$ cat src/rtl/bus_arb_pkg.sv
// Shared types and default sizing for the round-robin bus arbiter.
package bus_arb_pkg;

  typedef enum logic [1:0] {IDLE, TURN, HOLD} arb_state_t;

  localparam int DEF_N_REQ    = 4;
  localparam int DEF_MAX_HOLD = 8;

endpackage

$ cat src/rtl/bus_rr_arbiter_pick.sv
// Combinational round-robin search: first set req bit at or after ptr, wrapping.
module rr_pick #(
  parameter int N_REQ = 4,
  localparam int IDX_W = $clog2(N_REQ)
) (
  input  logic [N_REQ-1:0] req,
  input  logic [IDX_W-1:0] ptr,
  output logic [N_REQ-1:0] onehot,
  output logic [IDX_W-1:0] idx,
  output logic             any
);

  logic [IDX_W-1:0] k;

  always_comb begin
    onehot = '0;
    idx    = '0;
    any    = 1'b0;
    k      = ptr;
    for (int i = 0; i < N_REQ; i++) begin
      if (!any && req[k]) begin
        any       = 1'b1;
        idx       = k;
        onehot[k] = 1'b1;
      end
      k = (k == IDX_W'(N_REQ - 1)) ? '0 : k + IDX_W'(1);
    end
  end

endmodule

$ cat src/rtl/bus_rr_arbiter.sv
// Round-robin owner sequencing for a shared tri-state bus, with a dead turnaround
// cycle between owners and a cap on consecutive drive cycles.
//   state | meaning
//   IDLE  | no grant, waiting for any req
//   TURN  | gnt held, drv_en low for one cycle so the previous driver can release
//   HOLD  | owner drives the bus, hold_cnt counts drive cycles up to MAX_HOLD
module bus_rr_arbiter
  import bus_arb_pkg::*;
#(
  parameter int N_REQ    = DEF_N_REQ,
  parameter int MAX_HOLD = DEF_MAX_HOLD,
  localparam int IDX_W   = $clog2(N_REQ)
) (
  input  logic             clk,
  input  logic             rst,
  input  logic [N_REQ-1:0] req,
  output logic [N_REQ-1:0] gnt,
  output logic [N_REQ-1:0] drv_en,
  output logic [IDX_W-1:0] owner,
  output logic             busy
);

  localparam int HC_W = $clog2(MAX_HOLD + 1);

  arb_state_t       state;
  logic [IDX_W-1:0] ptr;
  logic [IDX_W-1:0] owner_inc;
  logic [IDX_W-1:0] pick_ptr;
  logic [IDX_W-1:0] pick_idx;
  logic [N_REQ-1:0] pick_oh;
  logic             pick_any;
  logic [HC_W-1:0]  hold_cnt;
  logic             own_req;
  logic             hold_done;
  logic             release_now;

  assign owner_inc = (owner == IDX_W'(N_REQ - 1)) ? '0 : owner + IDX_W'(1);
  // On release the search must already start past the outgoing owner.
  assign pick_ptr  = (state == IDLE) ? ptr : owner_inc;
  assign own_req   = req[owner];
  assign hold_done = (hold_cnt == HC_W'(MAX_HOLD));
  assign release_now = ((state == TURN) && !own_req) ||
                       ((state == HOLD) && (!own_req || hold_done));

  rr_pick #(.N_REQ(N_REQ)) u_pick (
    .req    (req),
    .ptr    (pick_ptr),
    .onehot (pick_oh),
    .idx    (pick_idx),
    .any    (pick_any)
  );

  always_ff @(posedge clk or posedge rst) begin
    if (rst) begin
      state    <= IDLE;
      gnt      <= '0;
      drv_en   <= '0;
      owner    <= '0;
      busy     <= 1'b0;
      ptr      <= '0;
      hold_cnt <= '0;
    end else if (release_now) begin
      drv_en   <= '0;
      hold_cnt <= '0;
      ptr      <= owner_inc;
      if (pick_any) begin
        gnt   <= pick_oh;
        owner <= pick_idx;
        state <= TURN;
      end else begin
        gnt   <= '0;
        busy  <= 1'b0;
        state <= IDLE;
      end
    end else begin
      case (state)
        IDLE: begin
          if (pick_any) begin
            gnt   <= pick_oh;
            owner <= pick_idx;
            busy  <= 1'b1;
            state <= TURN;
          end
        end
        TURN: begin
          drv_en   <= gnt;
          hold_cnt <= HC_W'(1);
          state    <= HOLD;
        end
        HOLD: hold_cnt <= hold_cnt + HC_W'(1);
        default: state <= IDLE;
      endcase
    end
  end

endmodule

$ cat config.mk
export PLATFORM = sky130hd
export DESIGN_NAME = bus_rr_arbiter
export DESIGN_NICKNAME = d
export VERILOG_FILES = /design/src/rtl/bus_arb_pkg.sv /design/src/rtl/bus_rr_arbiter_pick.sv /design/src/rtl/bus_rr_arbiter.sv
export SDC_FILE = /design/constraint.sdc
export NUM_CORES = 1
export LEC_CHECK = 0
export CAP_MARGIN = 5
export CELL_PAD_IN_SITES_DETAIL_PLACEMENT = 0
export CELL_PAD_IN_SITES_GLOBAL_PLACEMENT = 1
export CORE_MARGIN = 5
export CORE_UTILIZATION = 38
export CTS_CLUSTER_DIAMETER = 50
export DETAILED_ROUTE_END_ITERATION = 12
export PLACE_DENSITY_LB_ADDON = 0.1
export SYNTH_ARGS = -nofsm -noshare
export SYNTH_HDL_FRONTEND = slang
export SYNTH_SLANG_ARGS = --single-unit
$ cat constraint.sdc
create_clock -name clk -period 3.1 [get_ports clk]
set_input_delay 0.775 -clock clk [delete_from_list [all_inputs] [get_ports clk]]
set_output_delay 0.775 -clock clk [all_outputs]
set_load 0.05 [all_outputs]
# --- Word-level counts from Yosys, hierarchy flattened ---
# Cells that the tools add are included.
# Widths: inputs -> output; s select.
totals:
  ff_bits: 19
  out_inout_bits: 11
  wordCells: 111
classes:
  add_sub_neg: 5
  reduce_logical: 23
  bitwise_logic: 3
  n_lt_le_gt_ge: 9
  eq_ne: 10
  mux: 54
op_table:
  columns: ["operator", "n"]
  rows:
  - ["$mux 4", 11]
  - ["$mux 2", 14]
  - ["$mux 1", 18]
  - ["$lt 2x3->1 const B", 5]
  - ["$or 4x4->4", 3]
  - ["$bmux 1 s2", 5]
  - ["$eq 2x2->1 const B", 5]
  - ["$logic_and 1x1->1", 9]
  - ["$add 2x1->2 const B", 4]
  - ["$demux 1 s2", 4]
  - ["$ge 2x1->1 const B", 4]
  - ["$pmux 4 s2", 1]
  - ["$pmux 2 s3", 1]
  - ["$reduce_bool 2->1", 3]
  - ["$add 4x1->4 const B", 1]
  - ["$eq 4x4->1 const B", 1]
  - ["$logic_not 1->1", 4]
  - ["$ne 2x2->1 const B", 2]
  - ["$reduce_and 2->1", 2]
  - ["$ne 3x3->1 const B", 1]
  - ["$reduce_and 3->1", 1]
  - ["$reduce_bool 3->1", 1]
  - ["$eq 2x1->1 const B", 1]
  - ["$logic_not 2->1", 1]
  - ["$logic_or 1x1->1", 2]

# --- Longest topological paths before layout ---
depth:
  word_depth: 18
  depth_mapped: 13
  ltp_nobuf: 11

# --- Cells and area by module ---
# From an unflattened synthesis, not the netlist that was laid out.
unflattened:
  hier_cells: 144
  hier_area_um2: 1465.2
modules_own_cells:
  columns: ["module", "seq_area_each_um2", "cells_per_inst", "instances", "area_per_inst_um2"]
  rows:
  - ["bus_rr_arbiter", 475.5, 79, 1, 940.9]
  - ["rr_pick", 0.0, 65, 1, 524.3]

# --- Worst setup path after synthesis ---
# OpenSTA, ideal clock, no wires.
synth_path:
  kind: "register to register"
  start: "reg owner[0]"
  end: "reg owner[0]"
  n_path_buf: 1
  stages_incl_launch_ff: 13
  arrival_time_ps: 3323
  setup_slack_ps: -348
  setup_time_ps: 125
  period_less_slack_ps: 3448
  path_cell_list: "dfrtp_1 > ha_1 > mux2i_1 > inv_1 > ha_1 > clkbuf_1 > nor2_1 > nand2_1 > a21oi_1 > nor3b_1 > a221o_1 > o21ai_0 > mux2_2"
synth_between:
  elab_chain_cells: 18
  elab_cells_between_ends: 46
  classes_between: "add/sub (4); eq/ne (4); mux (26); reduce/logical (12)"
synth_lines:
  columns: ["item", "line_no", "text"]
  rows:
  - ["from (decl)", "bus_rr_arbiter.sv:19", "output logic [IDX_W-1:0] owner,"]
  - ["from (signal assigned)", "bus_rr_arbiter.sv:68", "owner <= pick_idx;"]
  - ["from (signal assigned)", "bus_rr_arbiter.sv:80", "owner <= pick_idx;"]
  - ["$add 2x1->2 / $eq 2x2->1 (equally long branches)", "bus_rr_arbiter.sv:37", "assign owner_inc = (owner == IDX_W'(N_REQ - 1)) ? '0 : owner + IDX_W'(1);"]
  - ["$mux 2 *", "bus_rr_arbiter.sv:37", null]
  - ["named net owner_inc[1]", "bus_rr_arbiter.sv:27", "logic [IDX_W-1:0] owner_inc;"]
  - ["$mux 2 *", "bus_rr_arbiter.sv:39", "assign pick_ptr = (state == IDLE) ? ptr : owner_inc;"]
  - ["parallel branches: the longest is 12 deep, another holds $add 2x1->2", null, null]
  - ["$mux 2 *", "bus_rr_arbiter.sv:66, bus_rr_arbiter.sv:78", null]
  - ["$mux 2", "bus_rr_arbiter.sv:76", "case (state)"]
  - ["$mux 2 *", "bus_rr_arbiter.sv:62", "end else if (release_now) begin"]
# Mark *: on every way through the listed nets, which the timed path passes. The select of a mux whose other input is x is not followed.
# A chain may end at the register's enable or synchronous reset.

# --- Worst setup path in the final report ---
layout_path:
  start: "reg owner[0]"
  end: "reg gnt[2]"
layout_between:
  elab_chain_cells: 18
  elab_cells_between_ends: 72
  classes_between: "add/sub (4); order compare (8); eq/ne (4); mux (35); bitwise (3); reduce/logical (18)"
layout_lines:
  columns: ["item", "line_no", "text"]
  rows:
  - ["$add 2x1->2 / $eq 2x2->1 (equally long branches)", "bus_rr_arbiter.sv:37", null]
  - ["$mux 2 *", "bus_rr_arbiter.sv:37", null]
  - ["named net owner_inc[1]", "bus_rr_arbiter.sv:27", null]
  - ["$mux 2 *", "bus_rr_arbiter.sv:39", null]
  - ["$add 2x1->2 (tied with other cells)", "bus_rr_arbiter_pick.sv:26", "k = (k == IDX_W'(N_REQ - 1)) ? '0 : k + IDX_W'(1);"]
  - ["$mux 2 / $mux 1 (equally long branches)", "bus_rr_arbiter_pick.sv:26, bus_rr_arbiter_pick.sv:21", null]
  - ["$add 2x1->2 (tied with other cells)", "bus_rr_arbiter_pick.sv:26", null]
  - ["$mux 2 (tied with other cells)", "bus_rr_arbiter_pick.sv:26", null]
  - ["(+3 left out)", null, null]
  - ["$logic_and 1x1->1 (not written as such) (tied with other cells)", "bus_rr_arbiter_pick.sv:24", "onehot[k] = 1'b1;"]
  - ["$mux 1 (not written as such) (tied with other cells)", "bus_rr_arbiter_pick.sv:24", null]
  - ["$demux 1 s2 (tied with other cells)", null, null]
  - ["$or 4x4->4 (no source line) / $logic_and 1x1->1 (equally long branches)", null, null]
  - ["$mux 4", "bus_rr_arbiter_pick.sv:21", "if (!any && req[k]) begin"]
  - ["$mux 4", "bus_rr_arbiter.sv:78", "if (pick_any) begin"]
  - ["$mux 4", "bus_rr_arbiter.sv:76", null]
  - ["$mux 4", "bus_rr_arbiter.sv:62", null]
  - ["to (signal assigned)", "bus_rr_arbiter.sv:67", "gnt <= pick_oh;"]
  - ["to (signal assigned)", "bus_rr_arbiter.sv:79", "gnt <= pick_oh;"]
  - ["to (decl)", "bus_rr_arbiter.sv:17", "output logic [N_REQ-1:0] gnt,"]
# The timed path passes the listed nets; every way through them passes the cells marked *. The select of a mux whose other input is x is not followed.

==> impl_results.rst <==
.. list-table::
   :header-rows: 1

   * - Metric
     - Value
   * - Outcome
     - complete, no violations
   * - Floorplan die area
     - approximately 5400 um2
   * - Flop and latch count out of synthesis
     - 19
   * - Slew at the pin closest to its max-slew limit
     - 710 ps
   * - Residual antenna-violating net count after detailed routing
     - 0
   * - Maximum capacitance violations
     - 0
   * - TritonCTS Buffers
     - 3
   * - Total of endpoints with negative setup slack in the final report
     - 0
   * - Crit path capture type
     - flop
   * - Detailed placement HPWL
     - around 2900 um
   * - Path class of the lowest-slack min-delay path
     - flop to flop
   * - Flop2flop setup slack
     - 310 ps
   * - Setup repair after global routing missed its margin
     - no
   * - Hold-fix buffers, CTS
     - 0
   * - Number of warnings reported in the yosys synthesis log
     - 0
   * - Post-Layout Cell Count
     - about 250
   * - Synthesized Nets
     - 196
   * - Sum of routed wire length over all layers
     - between 3000 and 4000 um
   * - Avg Vias per Cell
     - 5.46
   * - Setup bufs post-CTS
     - 0
   * - Slew Viols, Final
     - 0
   * - Congestion Overflow GR
     - 0
   * - Die span in x
     - roughly 74 um
   * - Via count
     - roughly 1400
   * - Maximum number of pins on one net before global-route repair
     - 26
   * - Simple logic cell fraction of the synthesized area
     - 22.5%
   * - Worst min-delay path startpoint
     - drv_en[1]
   * - Weighted congestion reported at the end of routability-driven placement
     - just under 0.9
   * - Largest fanout on the critical path
     - 13
   * - Maximum cell stage delay along the critical path
     - roughly 460 ps
   * - Number of H-tree levels
     - 1
   * - Synthesized area per cell
     - ~8.6 um2
   * - Port Buf Inserts
     - 16
   * - CP Cell Sequence
     - ha_1 > mux2i_4 > inv_1 > ha_2 > nand2b_1 > nor2_1 > mux2i_1 > o21ai_0 > and2_1 > nor2_2 > buf_4 > a221o_1
   * - Antenna violations before repair
     - 0
   * - Synth Area in Compound Gates
     - between 20 and 25%
   * - Worst reg2reg startpoint
     - owner[0]
   * - Unique masters post-synth
     - 38
   * - Worst hold path endpoint
     - drv_en[1]
   * - Cell Rows
     - 23
   * - Global-route usage over all layers
     - 14.3%
   * - Share of synthesized area spent on multiplexers
     - a little over a tenth
   * - Clk pin slew, worst setup/hold paths
     - 70 ps
   * - Net count of the finished layout
     - 220
   * - Final setup skew
     - about 7.4 ps
   * - Master cell of the clock root buffer
     - sky130_fd_sc_hd__clkbuf_8
   * - Starting Density
     - 38.9%
   * - Antenna fix cells
     - 0
   * - Die outline height
     - 73.5 um
   * - Number of design rule violations left after detail routing
     - 0
   * - Top library cells by usage in the layout, fill and taps aside
     - sky130_fd_sc_hd__nand2_1 (28), sky130_fd_sc_hd__o21ai_0 (19), sky130_fd_sc_hd__dfrtp_1 (17), sky130_fd_sc_hd__clkdlybuf4s50_1 (16), sky130_fd_sc_hd__buf_4 (14)
   * - Startpoint types
     - flop
   * - Fraction of layout instances using a drive strength above 1
     - ~17%
   * - Number of endpoints with negative hold slack in the final report
     - 0
   * - CTS tree
     - built
   * - R2R cell count
     - 12
   * - First-pass iteration count of the detailed router
     - 5
   * - Highest-delay cell along the critical path
     - sky130_fd_sc_hd__ha_2
   * - Post-synthesis to final-layout area growth
     - 22.0%
   * - First-pass GRT wire length
     - between 6000 and 7000 um
   * - Via count of the first global-routing pass
     - about 1300
   * - Clock latency on the worst-skew pair
     - 250 ps
   * - Main combinational cell family by area after synthesis
     - simple AND/OR/NAND/NOR gates
   * - Boundary Pins
     - 17
   * - CP Class
     - flop to flop
   * - Cell area after synthesis
     - about 1500 um2
   * - Share of synthesized area occupied by flip-flops and latches
     - 31.0%
   * - CTS sink count
     - 19
   * - Portion of the clock cycle consumed by the worst path in the final layout
     - about nine tenths
   * - Worst slew margin relative to its limit
     - between 50% and 60%
   * - Average wire per standard cell
     - between 10 and 15 um
   * - Drt first-iter violations
     - 58
   * - Core ar.
     - 3940 um2
   * - Summed negative setup slack over all endpoints
     - 0 ps
   * - Commonest non-fill, non-tap cell in the layout
     - sky130_fd_sc_hd__nand2_1
   * - Timing-limited maximum frequency
     - around 360 MHz
   * - Xor/xnor cell area share of the yosys netlist
     - 0%
   * - Worst hold path cell count
     - 2
   * - Placed Instances
     - between 200 and 250
   * - Synth Area in Adders
     - around 9.0%
   * - Worst R2R End
     - gnt[2]
   * - Arrival time of data at the critical path endpoint
     - 2920 ps
   * - Number of buffers on the longest clock path
     - 2
   * - Min Tclk post-route
     - about 2800 ps
   * - Cells after Synth
     - ~180
   * - Required @ worst endpoint
     - ~3200 ps
## area by class of cell
cell class	count	area, um2
Inverter	9	36.3
Sequential cell	19	478
Fill cell	371	2070
Clock buffer	4	45.0
Multi-Input combinational cell	140	982
Tap cell	50	62.6
Timing Repair Buffer	30	265
## Yosys cell counts
cell                         n  area [um2]
sky130_fd_sc_hd__a32o_1      2        20.0
sky130_fd_sc_hd__nor2_2      1        6.26
sky130_fd_sc_hd__a22o_1      1        8.76
sky130_fd_sc_hd__mux2_2      4        45.0
sky130_fd_sc_hd__a21oi_1     9        45.0
sky130_fd_sc_hd__and2_1      6        37.5
sky130_fd_sc_hd__dfrtp_1    19         475
sky130_fd_sc_hd__or3_1       1        6.26
sky130_fd_sc_hd__mux4_2      3        67.6
sky130_fd_sc_hd__o21ai_0    19        95.1
sky130_fd_sc_hd__nor4_4      1        21.3
sky130_fd_sc_hd__mux2_4      1        15.0
sky130_fd_sc_hd__clkbuf_1    7        26.3
sky130_fd_sc_hd__nor2_4      1        11.3
sky130_fd_sc_hd__nand2b_1    2        12.5
sky130_fd_sc_hd__nand3b_1    3        22.5
sky130_fd_sc_hd__a21boi_0    2        15.0
sky130_fd_sc_hd__a211o_1     1        8.76
sky130_fd_sc_hd__mux2i_1     4        40.0
sky130_fd_sc_hd__inv_1       8        30.0
sky130_fd_sc_hd__a311o_1     1        10.0
sky130_fd_sc_hd__nand2_1    28         105
sky130_fd_sc_hd__a221oi_1    1        8.76
sky130_fd_sc_hd__nor2_1     13        48.8
sky130_fd_sc_hd__inv_4       1        6.26
sky130_fd_sc_hd__a22oi_1     4        30.0
sky130_fd_sc_hd__nor3b_1     2        15.0
sky130_fd_sc_hd__buf_6       2        22.5
sky130_fd_sc_hd__buf_2       2        10.0
sky130_fd_sc_hd__a221o_1     5        50.1
sky130_fd_sc_hd__nand3_1     5        25.0
sky130_fd_sc_hd__nor3_1      3        15.0
sky130_fd_sc_hd__o21ai_1     1        5.00
sky130_fd_sc_hd__ha_1       11         138
sky130_fd_sc_hd__a2111oi_0   1        8.76
sky130_fd_sc_hd__and3_1      1        6.26
sky130_fd_sc_hd__nor4_1      2        12.5
sky130_fd_sc_hd__o22ai_1     1        6.26
## registers in the layout, indices dropped and copies added, names as in the netlist
name      count
busy          1
drv_en        4
gnt           4
hold_cnt      4
owner         2
ptr           2
state         2
## through the flow
stage / utilization (%) / hold slack (ps) / instance area (um2) / worst slack (ps)
after floorplan: - / 481 / 1550 / 70.0
after global placement: 46.2 / 493 / 1820 / 134
final: 47.4 / 505 / 1870 / 315
after CTS: 47.3 / 514 / 1870 / 249
after detailed placement: 46.2 / 499 / 1820 / 108
after global routing: 47.4 / 539 / 1870 / 86.7
## worst max-delay path, delay by kind of cell (launching register included)
| family | cells | cell delay [ps] |
|---|---|---|
| flops | 1 | 440 |
| fa+ha+maj | 2 | 800 |
| simple gates | 4 | 450 |
| mux | 2 | 210 |
| compound gates | 2 | 520 |
| buf+inv | 2 | 220 |
## worst max path at each step
| stage | start | end | slack (ps) | cells after the start |
|---|---|---|---|---|
| finish | owner[0] | gnt[2] | 310 | 12 |
| global route | owner[0] | gnt[1] | 90 | 12 |
| CTS | owner[0] | gnt[0] | 250 | 12 |
| detailed placement | req[3] | ptr[1] | 110 | 6 |
| global placement | req[3] | ptr[1] | 130 | 6 |
| floorplan | owner[0] | owner[0] | 70 | 11 |
## metal layers
layer	wire (um)	part of all wire (%)	global-route usage, %	vias to the layer above
li1	-	-	-	688
met1	1640	44	18.1	651
met2	1930	52	24.7	30
met3	97	2.6	1.23	6
met4	60	1.6	6.44	0
met5	0	0	0	-
## kinds of logic (layout without fill, tap and decap cells)
kind of cell               after synthesis  after routing
and+or+nand+nor                         69             69
buffers and inverters                   20             43
AOI/OAI and AO/OA                       48             48
DFF                                     19             19
muxes                                   12             12
adders and majority gates               11             11
## repair_timing
item,in CTS,in global routing
endpoints found under the hold margin,0,0
setup endpoints to repair,0,3
resized for setup,0,1
Power is left out: the tool's default activity adds up to more than one toggle a clock period on the data nets, which glitch-free logic cannot reach.
